$ cat config.mk
export PLATFORM = sky130hd
export DESIGN_NAME = mult_seq_hilo_flat
export DESIGN_NICKNAME = d
export VERILOG_FILES = /design/src/rtl/mult_pkg.sv /design/src/rtl/mult_seq_hilo_if.sv /design/src/rtl/mult_shift_add_core.sv /design/src/rtl/mult_seq_hilo.sv /design/src/flat_wrapper.sv
export SDC_FILE = /design/constraint.sdc
export NUM_CORES = 1
export LEC_CHECK = 0
export CAP_MARGIN = 15
export CORE_MARGIN = 1.5
export CORE_UTILIZATION = 30
export DETAILED_ROUTE_END_ITERATION = 10
export GPL_ROUTABILITY_DRIVEN = 0
export PLACE_DENSITY = 0.45
export SKIP_CTS_REPAIR_TIMING = 1
export SYNTH_ARGS = -nofsm -noshare
export SYNTH_HDL_FRONTEND = slang
export SYNTH_SLANG_ARGS = --single-unit
$ cat constraint.sdc
create_clock -name clk -period 9.1 [get_ports clk]
set_input_delay 1.82 -clock clk [delete_from_list [all_inputs] [get_ports clk]]
set_output_delay 1.82 -clock clk [all_outputs]
set_load 0.05 [all_outputs]
$ cat src/rtl/mult_pkg.sv
// Shared types and constants for the sequential HI/LO multiplier.
//   state_t   : top-level sequencing states IDLE -> CALC -> FIX -> IDLE
//   CNT_W     : iteration counter width for the default operand width
//   HILO_RST  : value HI/LO take on reset
package mult_pkg;

    localparam int unsigned WIDTH_DEF = 32;
    localparam int unsigned CNT_W     = $clog2(WIDTH_DEF + 1);

    localparam logic [WIDTH_DEF-1:0] HILO_RST = '0;

    typedef enum logic [1:0] {
        IDLE,
        CALC,
        FIX
    } state_t;

endpackage

$ cat src/rtl/mult_seq_hilo_if.sv
// Pipeline-side bundle for the sequential multiplier / HI-LO unit.
//   master : pipeline (drives start/operands/moves, observes status and HI/LO)
//   slave  : multiplier unit
// Signals:
//   start, is_signed, op_a, op_b : MULT/MULTU issue
//   mthi, mtlo, wdata            : HI/LO moves
//   hilo_access                  : decode holds an HI/LO instruction
//   busy, done, stall            : status back to the pipeline
//   hi, lo                       : architectural HI/LO contents
interface mult_seq_hilo_if #(
    parameter int unsigned WIDTH = 32
);
    logic             start;
    logic             is_signed;
    logic [WIDTH-1:0] op_a;
    logic [WIDTH-1:0] op_b;
    logic             mthi;
    logic             mtlo;
    logic [WIDTH-1:0] wdata;
    logic             hilo_access;
    logic             busy;
    logic             done;
    logic             stall;
    logic [WIDTH-1:0] hi;
    logic [WIDTH-1:0] lo;

    modport master (
        output start, is_signed, op_a, op_b, mthi, mtlo, wdata, hilo_access,
        input  busy, done, stall, hi, lo
    );

    modport slave (
        input  start, is_signed, op_a, op_b, mthi, mtlo, wdata, hilo_access,
        output busy, done, stall, hi, lo
    );

endinterface

$ cat src/rtl/mult_shift_add_core.sv
// Unsigned radix-2 shift-add multiplier datapath.
//   clk, rst_n     : clock, asynchronous active-low reset
//   load           : capture mplier/mcand, clear accumulator and counter
//   step           : perform one add/shift iteration
//   mplier, mcand  : unsigned operands (multiplier, multiplicand)
//   acc            : 2*WIDTH accumulator; holds the product after WIDTH steps
//   last           : high during the step that completes the final iteration
module mult_shift_add_core
    import mult_pkg::*;
#(
    parameter int unsigned WIDTH = WIDTH_DEF
) (
    input  logic               clk,
    input  logic               rst_n,
    input  logic               load,
    input  logic               step,
    input  logic [WIDTH-1:0]   mplier,
    input  logic [WIDTH-1:0]   mcand,
    output logic [2*WIDTH-1:0] acc,
    output logic               last
);

    logic [2*WIDTH-1:0] acc_q, acc_d;
    logic [WIDTH-1:0]   mplier_q;
    logic [WIDTH-1:0]   mcand_q;
    logic [CNT_W-1:0]   cnt_q;
    logic [WIDTH:0]     sum;

    always_comb begin
        // Add into the upper half with one extra carry bit, then shift the
        // whole accumulator right so the carry lands in the top bit.
        sum = {1'b0, acc_q[2*WIDTH-1:WIDTH]};
        if (mplier_q[0]) begin
            sum = sum + {1'b0, mcand_q};
        end
        acc_d = {sum, acc_q[WIDTH-1:1]};
        last  = step && (cnt_q == CNT_W'(WIDTH - 1));
    end

    always_ff @(posedge clk or negedge rst_n) begin
        if (!rst_n) begin
            acc_q    <= '0;
            mplier_q <= '0;
            mcand_q  <= '0;
            cnt_q    <= '0;
        end else if (load) begin
            acc_q    <= '0;
            mplier_q <= mplier;
            mcand_q  <= mcand;
            cnt_q    <= '0;
        end else if (step) begin
            acc_q    <= acc_d;
            mplier_q <= mplier_q >> 1;
            cnt_q    <= cnt_q + CNT_W'(1);
        end
    end

    assign acc = acc_q;

endmodule

$ cat src/rtl/mult_seq_hilo.sv
// Iterative 32x32 MULT/MULTU unit with architectural HI/LO registers.
//   clk, rst_n : clock, asynchronous active-low reset
//   bus        : slave side of mult_seq_hilo_if (issue, moves, status, HI/LO)
// A multiply takes WIDTH+2 edges from the sampled start to HI/LO update.
// Signed operands are reduced to magnitudes; the sign is reapplied in FIX.
module mult_seq_hilo
    import mult_pkg::*;
#(
    parameter int unsigned WIDTH = WIDTH_DEF
) (
    input logic            clk,
    input logic            rst_n,
    mult_seq_hilo_if.slave bus
);

    state_t             state_q;
    logic               busy_q;
    logic               done_q;
    logic               neg_q;
    logic [WIDTH-1:0]   hi_q;
    logic [WIDTH-1:0]   lo_q;

    logic               load;
    logic               step;
    logic               last;
    logic [WIDTH-1:0]   a_mag;
    logic [WIDTH-1:0]   b_mag;
    logic [2*WIDTH-1:0] acc;
    logic [2*WIDTH-1:0] prod;

    always_comb begin
        load  = (state_q == IDLE) && bus.start;
        step  = (state_q == CALC);
        // The most negative value negates to itself, which read as unsigned
        // is exactly its magnitude 2^(WIDTH-1).
        a_mag = (bus.is_signed && bus.op_a[WIDTH-1]) ? -bus.op_a : bus.op_a;
        b_mag = (bus.is_signed && bus.op_b[WIDTH-1]) ? -bus.op_b : bus.op_b;
        prod  = neg_q ? -acc : acc;
    end

    mult_shift_add_core #(
        .WIDTH (WIDTH)
    ) u_core (
        .clk    (clk),
        .rst_n  (rst_n),
        .load   (load),
        .step   (step),
        .mplier (a_mag),
        .mcand  (b_mag),
        .acc    (acc),
        .last   (last)
    );

    always_ff @(posedge clk or negedge rst_n) begin
        if (!rst_n) begin
            state_q <= IDLE;
            busy_q  <= 1'b0;
            done_q  <= 1'b0;
            neg_q   <= 1'b0;
            hi_q    <= WIDTH'(HILO_RST);
            lo_q    <= WIDTH'(HILO_RST);
        end else begin
            done_q <= 1'b0;
            unique case (state_q)
                IDLE: begin
                    // Moves apply even alongside start; FIX overwrites later.
                    if (!busy_q) begin
                        if (bus.mthi) hi_q <= bus.wdata;
                        if (bus.mtlo) lo_q <= bus.wdata;
                    end
                    if (bus.start) begin
                        neg_q   <= bus.is_signed & (bus.op_a[WIDTH-1] ^ bus.op_b[WIDTH-1]);
                        busy_q  <= 1'b1;
                        state_q <= CALC;
                    end
                end
                CALC: begin
                    if (last) state_q <= FIX;
                end
                FIX: begin
                    hi_q    <= prod[2*WIDTH-1:WIDTH];
                    lo_q    <= prod[WIDTH-1:0];
                    done_q  <= 1'b1;
                    busy_q  <= 1'b0;
                    neg_q   <= 1'b0;
                    state_q <= IDLE;
                end
                default: state_q <= IDLE;
            endcase
        end
    end

    assign bus.busy  = busy_q;
    assign bus.done  = done_q;
    assign bus.stall = busy_q & bus.hilo_access;
    assign bus.hi    = hi_q;
    assign bus.lo    = lo_q;

endmodule

$ cat src/flat_wrapper.sv
// flat-port wrapper written by rule: the top's interface ports become plain ports
module mult_seq_hilo_flat import mult_pkg::*;
#(
    parameter int unsigned WIDTH = WIDTH_DEF
)
  (clk, rst_n, bus_start, bus_is_signed, bus_op_a, bus_op_b, bus_mthi, bus_mtlo, bus_wdata, bus_hilo_access, bus_busy, bus_done, bus_stall, bus_hi, bus_lo);
  mult_seq_hilo_if #(.WIDTH(WIDTH)) bus_i ();
  input logic clk;
  input logic rst_n;
  input wire logic [$bits(bus_i.start)-1:0] bus_start;
  input wire logic [$bits(bus_i.is_signed)-1:0] bus_is_signed;
  input wire logic [$bits(bus_i.op_a)-1:0] bus_op_a;
  input wire logic [$bits(bus_i.op_b)-1:0] bus_op_b;
  input wire logic [$bits(bus_i.mthi)-1:0] bus_mthi;
  input wire logic [$bits(bus_i.mtlo)-1:0] bus_mtlo;
  input wire logic [$bits(bus_i.wdata)-1:0] bus_wdata;
  input wire logic [$bits(bus_i.hilo_access)-1:0] bus_hilo_access;
  output wire logic [$bits(bus_i.busy)-1:0] bus_busy;
  output wire logic [$bits(bus_i.done)-1:0] bus_done;
  output wire logic [$bits(bus_i.stall)-1:0] bus_stall;
  output wire logic [$bits(bus_i.hi)-1:0] bus_hi;
  output wire logic [$bits(bus_i.lo)-1:0] bus_lo;
  assign bus_i.start = bus_start;
  assign bus_i.is_signed = bus_is_signed;
  assign bus_i.op_a = bus_op_a;
  assign bus_i.op_b = bus_op_b;
  assign bus_i.mthi = bus_mthi;
  assign bus_i.mtlo = bus_mtlo;
  assign bus_i.wdata = bus_wdata;
  assign bus_i.hilo_access = bus_hilo_access;
  assign bus_busy = bus_i.busy;
  assign bus_done = bus_i.done;
  assign bus_stall = bus_i.stall;
  assign bus_hi = bus_i.hi;
  assign bus_lo = bus_i.lo;
  mult_seq_hilo #(.WIDTH(WIDTH)) u_core (.clk(clk), .rst_n(rst_n), .bus(bus_i));
endmodule
==> results_dict.tcl, run 1 <==
set metrics [dict create \
    status "finished, final reports clean" \
    netlist_area_um2 12700 \
    synth_edf_count 0 \
    period_share 0.549 \
    syn2layout_area_growth_pct 23.7 \
    num_rows 75 \
    fin_skew_ps 22.2 \
    cp_common_cell "clkdlybuf4s50_1" \
    die_w_um 209 \
    wl_per_cell_um 18.7 \
    fin_tns_setup_ps 0 \
    clock_sinks 203 \
    grt_first_pass_wirelength_um 65600 \
    crit_family "buffers and inverters" \
    synth_nets 1648 \
    p_per_area_nw_per_um2 369 \
    slowest_delay_ps 790 \
    root_buffer "clkbuf_16" \
    ios 170 \
    postRouteAntennaNets 0 \
    vias_per_cell 5.20 \
    path_cells "clkdlybuf4s50_1 -> and2_1 -> clkdlybuf4s50_1" \
    antenna_found_initial 0 \
    synth_top_area_frac 0.399 \
    period_needed_ps 5000 \
    r2r_setup_slack_ps 5420 \
    grt_max_degree 78 \
    numCtsBuffers 25 \
    grt_use_total 0.188 \
    drtIter0Drc 704 \
    ys_ff_latch 203 \
    clk_latency_ps 550 \
    yosys.area.top_type "dfrtp_1" \
    path_clk_slew_ps 60 \
    vias 11400 \
    synthFlopType "dfrtp_1" \
    rsz0062_at_grt "no" \
    slew_violations 0 \
    die_area_um2 43700 \
    core_um2 41900 \
    grt_pass1_vias 11300 \
    yosysSeqAreaShare 0.399 \
    routed_wl_um 41000 \
    dp.final_hpwl_um 29300 \
    hold_path.class "register to register" \
    cts_tree "done" \
    hold_viol 0 \
    nNetsFinal 1770 \
    worstSetupPathType "input pin to output port" \
    n_antenna_cell 0 \
    numPortBuffers 169 \
    fmax_mhz 200 \
    clk_path_buf_depth 3 \
    cts.htree.levels 1 \
    synthCells 1508 \
    critical_path_required_ps 7280 \
    crit_fanout 1 \
    ys_types 59 \
    setup_viol_count_final 0 \
    p_leak_nw 6.16 \
    drc 0 \
    final.setup.worst_slack_ps 4100 \
    grt-ovfl-total 0 \
    start_util 0.304 \
    place_ws_ps 4110 \
    syn_area_per_cell_um2 8.45 \
    vdd_drop_max_mv 0.121 \
    ys_top_cells_by_area "dfrtp_1 (40%), o21ai_0 (8.3%), nand2_1 (7.4%), xnor2_1 (4.9%), xor2_1 (4.4%)" \
    yosysWarningCount 0 \
    critPathArrivalTime_ps 3180 \
    crit_path_end_kind "output port" \
    drt_pass1_iterations 5 \
    drv_cap 0 \
    ys_async_sr_fraction 1.00 \
    crit_slowest_cell "clkdlybuf4s50_1" \
    critPathLaunchType "input pin" \
    crit_buf_inv 2 \
    slew_headroom 0.201 \
    tightest_slew_ps 1190 \
    die_h_um 209 \
    drive_above_1_share 0.0498 \
]
==> metrics by stage <==
step                 util  hold slack, ps  cells  total power [mW]  instance area (µm²)
global route        0.376             515   2187              6.27                15800
floorplan               -             450   1508              3.80                12700
finish              0.376             478   2187              5.82                15800
CTS                 0.376             487   2187              5.87                15800
global placement    0.355             469   2142              4.76                14900
detailed placement  0.355             474   2142              4.78                14900
==> cells in the mapped netlist (24+ instances only) <==
master	number
a21oi_1	85
nand2_1	252
dfrtp_1	203
nor2_1	90
xnor2_1	72
a31oi_1	39
ha_1	36
clkbuf_1	79
nor3_1	30
o21ai_0	212
o31ai_1	24
xor2_1	64
nand3_1	25
mux2i_1	48
==> worst reg2reg max path, delay by kind of cell (launching register included) <==
kind	cells	cell delay, ps
DFF	1	480
buffers and inverters	1	60
and+or+nand+nor	4	880
AOI/OAI and AO/OA	4	1570
adders and majority gates	2	610
==> per-layer routing <==
layer | track usage | wire length [µm] | vias to the layer above
met1 | 0.274 | 20300 | 5447
li1 | - | - | 5649
met3 | 0.0218 | 1640 | 40
met2 | 0.297 | 18400 | 235
met4 | 0.0412 | 644 | 0
met5 | 0 | 0 | -
==> placed cells by master, fill, tap and decap left out, drive strengths merged, types with 6 or more instances in the layout <==
cell and n:
and2 9, a222oi 9, o21ai 212, nor3b 7
clkdlybuf4s50 168, nor3 30, ha 36, mux2i 48
or3 16, a22oi 22, nand2b 12, dfrtp 203
a31oi 39, a21o 9, xnor2 72, xor2 64
o211ai 6, clkinv 6, o31ai 24, a21oi 85
nand3 25, buf 17, nor4 15, o41ai 17
nor2b 7, inv 19, nor2 90, nand2 252
and3 18, clkbuf 36, or4 15, or2 8
o21a 7
==> logic make-up after synthesis <==
logic type	share of synthesized area
simple gates	0.186
compound gates	0.213
flops	0.399
xor+xnor	0.0935
buf+inv	0.0337
mux	0.0377
fa+ha+maj	0.0369
==> where the power goes <==
| part | switching (mW) | internal, mW | total [mW] |
|---|---|---|---|
| registers | 0.471 | 1.32 | 1.79 |
| logic | 1.82 | 1.15 | 2.97 |
| clock network | 0.414 | 0.645 | 1.06 |
==> registers in the layout (all words and copies together) (netlist names) <==
register                flops
u_core.bus.busy             1
u_core.bus.done             1
u_core.bus.hi              32
u_core.bus.lo              32
u_core.neg_q                1
u_core.state_q              2
u_core.u_core.acc          64
u_core.u_core.cnt_q         6
u_core.u_core.mcand_q      32
u_core.u_core.mplier_q     32
==> final cells by class <==
| cell class | instances | area [µm²] |
|---|---|---|
| inverter | 19 | 71.3 |
| timing repair buffer | 186 | 1820 |
| multi-input combinational | 1195 | 7260 |
| fill | 4266 | 26200 |
| tap | 539 | 674 |
| clock buffer | 35 | 733 |
| clock inverter | 10 | 131 |
| sequential | 203 | 5080 |
==> worst paths after layout <==
check,to,from,cells after the start
worst max-delay path,bus_stall,bus_hilo_access,3
worst min-delay path,u_core.u_core.mcand_q[15]$_DFFE_PN0P_,u_core.u_core.mcand_q[15]$_DFFE_PN0P_,2
worst max register to register,u_core.u_core.acc[59]$_DFFE_PN0P_,u_core.u_core.acc[32]$_DFFE_PN0P_,11
worst min register to register,u_core.u_core.mcand_q[15]$_DFFE_PN0P_,u_core.u_core.mcand_q[15]$_DFFE_PN0P_,2
max in group asynchronous,u_core.u_core.acc[57]$_DFFE_PN0P_,rst_n,2
min in group asynchronous,u_core.bus.lo[7]$_DFFE_PN0P_,rst_n,1
Power figures use the tool's default switching activity.
==> inputs of run 2 (changes only) <==
--- a/config.mk
+++ b/config.mk
@@ -10,7 +10,7 @@
 export CORE_UTILIZATION = 30
 export DETAILED_ROUTE_END_ITERATION = 10
 export GPL_ROUTABILITY_DRIVEN = 0
-export PLACE_DENSITY = 0.45
+export PLACE_DENSITY = 0.46
 export SKIP_CTS_REPAIR_TIMING = 1
 export SYNTH_ARGS = -nofsm -noshare
 export SYNTH_HDL_FRONTEND = slang
==> constraint.sdc (replaced) <==
create_clock -name clk -period 4.2 [get_ports clk]
set_input_delay 0.84 -clock clk [delete_from_list [all_inputs] [get_ports clk]]
set_output_delay 0.84 -clock clk [all_outputs]
set_load 0.05 [all_outputs]
==> results_dict.tcl, run 2 (same netlist as run 1, synthesis figures left out) <==
set metrics [dict create \
    slowest_delay_ps 610 \
    slew_headroom 0.487 \
    grt_use_total 0.186 \
    cts.htree.levels 1 \
    die_area_um2 43700 \
    worstRegToRegCells 8 \
    path_cells "or4_1 -> or4_1 -> or3_1 -> or2_1 -> or4_4 -> nor4_4 -> mux2i_1 -> a21oi_1" \
    root_buffer "clkbuf_16" \
    drtIter0Drc 704 \
    grt_pass1_vias 11300 \
    critPathArrivalTime_ps 3910 \
    dp.final_hpwl_um 29800 \
    cp_common_cell "or4_1" \
    drt_pass1_iterations 5 \
    antenna_found_initial 0 \
    status "finished, final reports clean" \
    p_per_area_nw_per_um2 794 \
    largest_reg_flops 64 \
    timing.hold.ws_ps 348 \
    r2r_setup_slack_ps 680 \
    layout_common_cells "nand2_1 (252), o21ai_0 (212), dfrtp_1 (203), clkdlybuf4s50_1 (168), nor2_1 (88)" \
    hold_viol 0 \
    fmax_mhz 284 \
    clk_latency_ps 540 \
    fin_skew_ps 9.91 \
    clock_sinks 203 \
    core_um2 41900 \
    setup_viol_count_final 0 \
    wl_per_cell_um 18.6 \
    period_share 0.838 \
    cts_tree "done" \
    ios 170 \
    path_clk_slew_ps 60 \
    p_leak_nw 6.20 \
    numPortBuffers 169 \
    critical_path_required_ps 4590 \
    crit_path_end_kind "register" \
    vdd_drop_max_mv 0.258 \
    crit_fanout 9 \
    vias_per_cell 5.24 \
    r2r_start "u_core.u_core.acc[16]$_DFFE_PN0P_" \
    crit_buf_inv 0 \
    drive_above_1_share 0.0531 \
    drc 0 \
    numCtsBuffers 26 \
    grt_max_degree 79 \
    rsz0062_at_grt "no" \
    clk_path_buf_depth 3 \
    fillers 4293 \
    die_w_um 209 \
    period_needed_ps 3520 \
    hold_path.class "input pin to async pin" \
    placed_cell_area_um2 15000 \
    die_h_um 209 \
    n_antenna_cell 0 \
    mostFrequentLayoutCell "nand2_1" \
    crit_slowest_cell "or4_1" \
    design_area_um2 15800 \
    multiInputGateArea_um2 7260 \
    crit_family "simple AND/OR/NAND/NOR gates" \
    routed_wl_um 40900 \
    critPathLaunchType "register" \
    postRouteAntennaNets 0 \
    worstSetupPathType "register to register" \
    fin_tns_setup_ps 0 \
    slew_violations 0 \
    grt_first_pass_wirelength_um 65200 \
    num_rows 75 \
    drv_cap 0 \
    seqCellArea_um2 5080 \
    tightest_slew_ps 763 \
    start_util 0.304 \
    syn2layout_area_growth_pct 24.3 \
    vias 11500 \
    worstReg2RegEnd "u_core.bus.hi[28]$_DFFE_PN0P_" \
    grt-ovfl-total 0 \
    nNetsFinal 1778 \
]
-- run 2: worst reg2reg max path, stage by stage, from the launching register on --
cell and delay (ps):
dfrtp_1 430, or4_1 610, or4_1 440, or3_1 470, or2_1 410, or4_4 560, nor4_4 160, mux2i_1 220
a21oi_1 80
-- run 2: per-stage QoR --
stage                     setup slack, ps  total power [mW]  cells   util
after floorplan                       924              8.24   1508      -
after global placement                656              10.3   2149  0.357
after detailed placement              651              10.4   2149  0.357
after CTS                             668              12.7   2195  0.378
after global routing                  535              13.6   2195  0.378
final                                 681              12.6   2195  0.378
-- run 2: power by group --
part | internal, mW | switching, mW
registers | 2.85 | 1.03
logic | 2.52 | 3.94
clock network | 1.36 | 0.882
-- run 2: final cells by class --
cell class              instances  area share
well taps                     539      0.0426
repair buffers                193       0.120
multi-input cells            1195       0.458
inverters                      19     0.00450
clock inverters                10     0.00671
clock buffers                  36      0.0473
flip-flops and latches        203       0.321
-- run 2: metal layers --
layer  track usage  wire (µm)  share of wire
met4        0.0417        720          0.018
met3        0.0219       1670          0.041
met1         0.267      20000           0.49
met5             0          0              0
met2         0.298      18500           0.45
-- run 2: worst max path at each step --
| stage | slack, ps | startpoint | depth (start not counted) | to |
|---|---|---|---|---|
| floorplan | 920 | u_core.u_core.acc[8]$_DFFE_PN0P_ | 10 | u_core.bus.hi[28]$_DFFE_PN0P_ |
| finish | 680 | u_core.u_core.acc[16]$_DFFE_PN0P_ | 8 | u_core.bus.hi[28]$_DFFE_PN0P_ |
| global route | 530 | u_core.u_core.acc[8]$_DFFE_PN0P_ | 8 | u_core.bus.hi[28]$_DFFE_PN0P_ |
| detailed placement | 650 | bus_op_b[5] | 9 | u_core.u_core.mcand_q[29]$_DFFE_PN0P_ |
| CTS | 670 | u_core.u_core.acc[10]$_DFFE_PN0P_ | 8 | u_core.bus.hi[28]$_DFFE_PN0P_ |
| global placement | 660 | bus_op_b[5] | 9 | u_core.u_core.mcand_q[29]$_DFFE_PN0P_ |
